--- config.mk ---
export PLATFORM = sky130hd
export DESIGN_NAME = instr_fetch
export DESIGN_NICKNAME = d
export VERILOG_FILES = /design/src/rtl/lbd_pkg.sv /design/src/rtl/instr_fetch_sat_counter.sv /design/src/rtl/instr_fetch.sv
export SDC_FILE = /design/constraint.sdc
export NUM_CORES = 1
export LEC_CHECK = 0
export ABC_AREA = 1
export CORE_ASPECT_RATIO = 0.5
export CORE_UTILIZATION = 30
export CTS_CLUSTER_SIZE = 20
export DETAILED_ROUTE_END_ITERATION = 10
export GPL_ROUTABILITY_DRIVEN = 0
export PLACE_DENSITY = 0.6
export SETUP_SLACK_MARGIN = 0.5
export SYNTH_ARGS = -nofsm -noshare
export SYNTH_HDL_FRONTEND = slang
export SYNTH_SLANG_ARGS = --single-unit
--- constraint.sdc ---
create_clock -name Clk -period 1.8 [get_ports Clk]
set_clock_uncertainty 0.05 [all_clocks]
set_input_delay 0.36 -clock Clk [delete_from_list [all_inputs] [get_ports Clk]]
set_output_delay 0.36 -clock Clk [all_outputs]
set_load 0.01 [all_outputs]
--- src/rtl/lbd_pkg.sv ---
// LBD core shared definitions.
// Opcodes, halt encoding and fetch states.
package lbd_pkg;

  localparam int PC_WIDTH    = 10;
  localparam int INSTR_WIDTH = 9;
  localparam int CNT_WIDTH   = 16;

  localparam logic [INSTR_WIDTH-1:0] HALT_INSTR =
    9'b001_111111;

  typedef enum logic [2:0] {
    OP_LDI = 3'b000,
    OP_BRA = 3'b011,
    OP_BRB = 3'b101,
    OP_LD  = 3'b110,
    OP_ST  = 3'b111
  } opcode_e;

  typedef enum logic [1:0] {
    IDLE = 2'd0,
    RUN  = 2'd1,
    HALT = 2'd2
  } fetch_state_e;

endpackage

--- src/rtl/instr_fetch_sat_counter.sv ---
// Saturating up-counter with synchronous clear.
// Clear wins over enable; sticks at all-ones.
module sat_counter #(
  parameter int W = 16
) (
  input  logic         clk_i,
  input  logic         clr_i,
  input  logic         en_i,
  output logic [W-1:0] cnt_o
);

  logic [W-1:0] cnt_q;
  logic [W-1:0] cnt_d;

  // next count: clear, else bump unless saturated
  always_comb begin
    cnt_d = cnt_q;
    if (clr_i) begin
      cnt_d = '0;
    end else if (en_i && (cnt_q != '1)) begin
      cnt_d = cnt_q + W'(1);
    end
  end

  // count register
  always_ff @(posedge clk_i) begin
    cnt_q <= cnt_d;
  end

  assign cnt_o = cnt_q;

endmodule

--- src/rtl/instr_fetch.sv ---
// LBD front end: PC, fetch slicing, branch
// redirect and start/halt/done sequencing.
module instr_fetch #(
  parameter int PC_W    = lbd_pkg::PC_WIDTH,
  parameter int INSTR_W = lbd_pkg::INSTR_WIDTH,
  parameter logic [INSTR_W-1:0] HALT_INSTR =
    lbd_pkg::HALT_INSTR,
  parameter int CNT_W   = lbd_pkg::CNT_WIDTH
) (
  input  logic               Clk,
  input  logic               Reset,
  input  logic               start,
  input  logic               stall,
  input  logic               taken,
  input  logic [PC_W-1:0]    target,
  input  logic [INSTR_W-1:0] instr_in,
  output logic [PC_W-1:0]    pc,
  output logic               instr_valid,
  output logic [2:0]         opcode,
  output logic [INSTR_W-4:0] operand,
  output logic               done,
  output logic [CNT_W-1:0]   cycle_cnt
);

  import lbd_pkg::*;

  fetch_state_e    state_q, state_d;
  logic [PC_W-1:0] pc_q, pc_d;
  logic            done_q, done_d;

  logic is_run;
  logic is_halt;
  logic do_stall;
  logic do_halt;
  logic do_br;
  logic do_end;
  logic do_inc;
  logic cnt_clr;

  assign is_run  = (state_q == RUN);
  assign is_halt = (instr_in == HALT_INSTR);

  // one-hot RUN actions in priority order
  assign do_stall = stall;
  assign do_halt  = !stall && is_halt;
  assign do_br    = !stall && !is_halt && taken;
  assign do_end   = !stall && !is_halt && !taken
                    && (pc_q == '1);
  assign do_inc   = !stall && !is_halt && !taken
                    && (pc_q != '1);

  // next state, pc and done
  always_comb begin
    state_d = state_q;
    pc_d    = pc_q;
    done_d  = done_q;
    unique case (state_q)
      IDLE, HALT: begin
        if (start) begin
          state_d = RUN;
          pc_d    = '0;
          done_d  = 1'b0;
        end
      end
      RUN: begin
        unique case (1'b1)
          do_stall: ;
          do_halt, do_end: begin
            state_d = HALT;
            done_d  = 1'b1;
          end
          do_br:  pc_d = target;
          do_inc: pc_d = pc_q + PC_W'(1);
          default: ;
        endcase
      end
      default: begin
        state_d = IDLE;
        pc_d    = '0;
        done_d  = 1'b0;
      end
    endcase
  end

  // fetch state registers
  always_ff @(posedge Clk) begin
    if (Reset) begin
      state_q <= IDLE;
      pc_q    <= '0;
      done_q  <= 1'b0;
    end else begin
      state_q <= state_d;
      pc_q    <= pc_d;
      done_q  <= done_d;
    end
  end

  // restart clears, RUN counts, HALT freezes
  assign cnt_clr = Reset || (start && !is_run);

  sat_counter #(
    .W(CNT_W)
  ) u_cnt (
    .clk_i (Clk),
    .clr_i (cnt_clr),
    .en_i  (is_run),
    .cnt_o (cycle_cnt)
  );

  // fields are live only in RUN
  always_comb begin
    opcode  = '0;
    operand = '0;
    if (is_run) begin
      opcode  = instr_in[INSTR_W-1 -: 3];
      operand = instr_in[INSTR_W-4:0];
    end
  end

  assign pc          = pc_q;
  assign done        = done_q;
  assign instr_valid = is_run;

endmodule

==> results.py <==
metrics = {
    "finish": {
        "syn2layout_area_growth_pct": 95.53,
        "diodes": 0,
        "fill_cells": 559,
        "final_nets": 450,
        "final_layout_size_suffix_gt1_frac": 0.5910,
    },
    "detailed_routing": {
        "drc": 0,
        "drt_pass1_iterations": 4,
        "wl_per_cell_um": 12.36,
        "finalWirelength_um": 6315,
        "drt-initial-drc-count": 108,
        "viasPerCell": 4.544,
        "final_antenna_net_count": 0,
        "via_count": 2322,
    },
    "critical_path": {
        "reg2reg_depth": 9,
        "cp-start-kind": "flip-flop",
        "worst-path-stages": 9,
        "cp_top_family": "simple AND/OR/NAND/NOR gates",
        "critPathCaptureType": "flip-flop",
        "r2r-end": "pc[3]",
        "r2r-start": "pc[0]",
        "worst_ep_required_time_ps": 1950,
        "cp-startpoint": "pc[0]",
        "cp_cell_sequence": "ha_4 > nand3_4 > nor2_4 > nand4_1 > nand2_4 > buf_6 > nor2_4 > nand3_2 > a21oi_2",
        "critPathCapture": "pc[3]",
        "cp.arrival_ps": 1710,
        "crit_slowest_cell": "dfxtp_4",
        "path_buf_inv": 1,
        "regToRegSetupSlack_ps": 230,
        "crit_type": "reg -> reg",
        "cp_max_fo": 5,
        "crit_top_cell": "nor2_4",
        "critPathMaxStageDelay_ps": 360,
    },
    "timing": {
        "rsz0062_at_grt": "true",
        "fmax_mhz": 638.6,
        "slew_headroom": 0.7637,
        "tightest_slew_ps": 353.7,
        "finalCriticalPeriod_ps": 1566,
        "fin_ws_ps": 234.0,
        "min_period_over_period": 0.8700,
        "hold_violations": 0,
        "drv_slew": 0,
        "setup_viol": 0,
        "setup_tns_ps": 0,
    },
    "floorplanning": {
        "rows": 20,
        "die_height_um": 58.34,
        "start_util": 0.3119,
        "dieArea_um2": 6690,
        "dieWidth_um": 114.7,
        "io_pins": 61,
        "coreArea_um2": 6106,
    },
    "logic_synthesis": {
        "synth.largest_area_cell": "dfxtp_1",
        "synth_edf_count": 0,
        "synth_area_per_cell_um2": 6.264,
        "synth-seq-cells": 28,
        "seq_area_frac_synth": 0.2943,
        "yosys_most_used_dff": "dfxtp_1",
        "syn-num-nets": 330,
        "yosysWarnings": 0,
        "syn_area_um2": 1904,
        "synth_top_area_frac": 0.2943,
        "synthArstFlopShare": 0,
        "synth_cells": 304,
        "synthTopCellsByArea": "dfxtp_1, nand2_1, inv_1",
        "ys_types": 27,
    },
    "cts": {
        "cts.sinks": 28,
        "clock_latency_ps": 260,
        "root_buffer": "clkbuf_16",
        "numCtsBuffers": 3,
        "htreeDepth": 1,
        "cts.clk_slew.worst_paths_ps": 70,
        "clk_path_buf_depth": 2,
        "cts-hold-fix-buffers": 0,
        "cts_tree": "built",
    },
    "global_routing": {
        "grt_usage": 0.1939,
        "grt_busiest_layer": "met2",
        "grt_use_met2": 0.3775,
        "grt_pass1_vias": 2288,
        "overflow": 0,
        "grt_max_degree": 17,
        "antenna_found_initial": 0,
        "gr-usage-met3": 0.02781,
        "grt_pass1_wl_um": 10410,
        "gr-usage-met1": 0.2339,
    },
    "pwr": {
        "p_leak_nw": 1.587,
        "p_per_area_nw_per_um2": 486.5,
        "ir_drop_v": 0.0004284,
    },
    "worst_hold_path": {
        "hp-class": "reg -> reg",
    },
    "place": {
        "port_buffers": 60,
        "dp_worst_setup_slack_ps": -265.6,
        "dp_hpwl_um": 3847,
    },
    "job": {
        "drv_cap": 0,
    },
    "outcome": {
        "outcome": "completed",
    },
}
==> report_power, final <==
part / switching, mW / leakage [nW] / internal (mW)
clock network: 0.223 / 0.0511 / 0.443
registers: 0.0204 / 0.245 / 0.619
logic: 0.261 / 1.29 / 0.245
total: 0.504 / 1.59 / 1.31
==> per-stage QoR <==
stage               hold WS, ps  cell area (um^2)    util  std cells  total power [mW]
finish                    421.1              3724  0.6098        511             1.811
global route              455.9              3724  0.6098        511             1.887
CTS                       412.0              3476  0.5693        498             1.780
detailed placement        415.0              2790  0.4570        459             1.007
global placement          410.4              2790  0.4570        459             1.001
floorplan                 363.3              2039       -        304            0.8566
==> synthesized netlist by cell type, drive strengths merged (2+ instances only) <==
library cell  number
xnor2              3
a21oi             21
nand3             28
xor2               7
nand2             90
ha                 2
nor2              48
inv               51
buf                6
o21ai              6
nand4              5
nor3               4
and3               2
dfxtp             28
==> registers in the layout, summed over array words and instances, names as in the netlist <==
name / flops
u_cnt.cnt_o: 16
state_q: 2
pc: 10
==> how the worst min path moves through the flow <==
stage                      end  cells after the start             from
2_1_floorplan            pc[1]                      1            Reset
3_3_place_gp    u_cnt.cnt_o[5]                      2   u_cnt.cnt_o[5]
3_5_place_dp    u_cnt.cnt_o[0]                      1   u_cnt.cnt_o[0]
4_1_cts         u_cnt.cnt_o[0]                      1   u_cnt.cnt_o[0]
5_1_grt        u_cnt.cnt_o[15]                      2  u_cnt.cnt_o[15]
6_report        u_cnt.cnt_o[0]                      1   u_cnt.cnt_o[0]
==> layout make-up <==
class | count | area [um^2] | area share
clock buffer | 3 | 75.07 | 0.02016
tap | 88 | 110.1 | 0.02957
timing repair buffer | 119 | 1066 | 0.2863
inverter | 52 | 206.4 | 0.05544
clock inverter | 1 | 30.03 | 0.008065
sequential | 28 | 635.6 | 0.1707
timing repair inverter | 1 | 11.26 | 0.003024
multi-input combinational | 219 | 1589 | 0.4267
==> layout by cell type, fill, tap and decap left out, types with 14 or more instances in the layout <==
master,n
dfxtp_4,16
nor2_4,19
a21oi_2,15
buf_6,35
clkdlybuf4s50_1,14
buf_4,38
inv_1,42
nand2_1,52
nand2_2,30
nor2_1,21
==> routing by layer <==
layer	share of wire	vias to the layer above	routed length (um)
met5	0	-	0
met4	0.0062	0	39
met3	0.025	4	159
met2	0.54	34	3434
met1	0.42	1104	2682
li1	-	1180	-
==> cells by family after synthesis <==
family                     Yosys count  share of synthesized area
AOI/OAI and AO/OA                   28                    0.09461
xor gates and xnor gates            10                    0.04600
adders and majority gates            2                    0.01314
buffers and inverters               59                     0.1294
DFF                                 28                     0.2944
and+or+nand+nor                    177                     0.4225
==> what timing repair did <==
item / 4_1_cts / 5_1_grt
resized for setup: 236 / 79
cloned: 4 / 0
setup endpoints to repair: 65 / 64
pin swaps: 45 / 32
buffers inserted: 31 / 13
==> worst reg2reg max path, stage by stage, from the launching register on <==
cell and delay, ps:
dfxtp_4 360, ha_4 180, nand3_4 70, nor2_4 50
nand4_1 120, nand2_4 100, buf_6 140, nor2_4 210
nand3_2 120, a21oi_2 120
(Power assumes the default switching activity.)
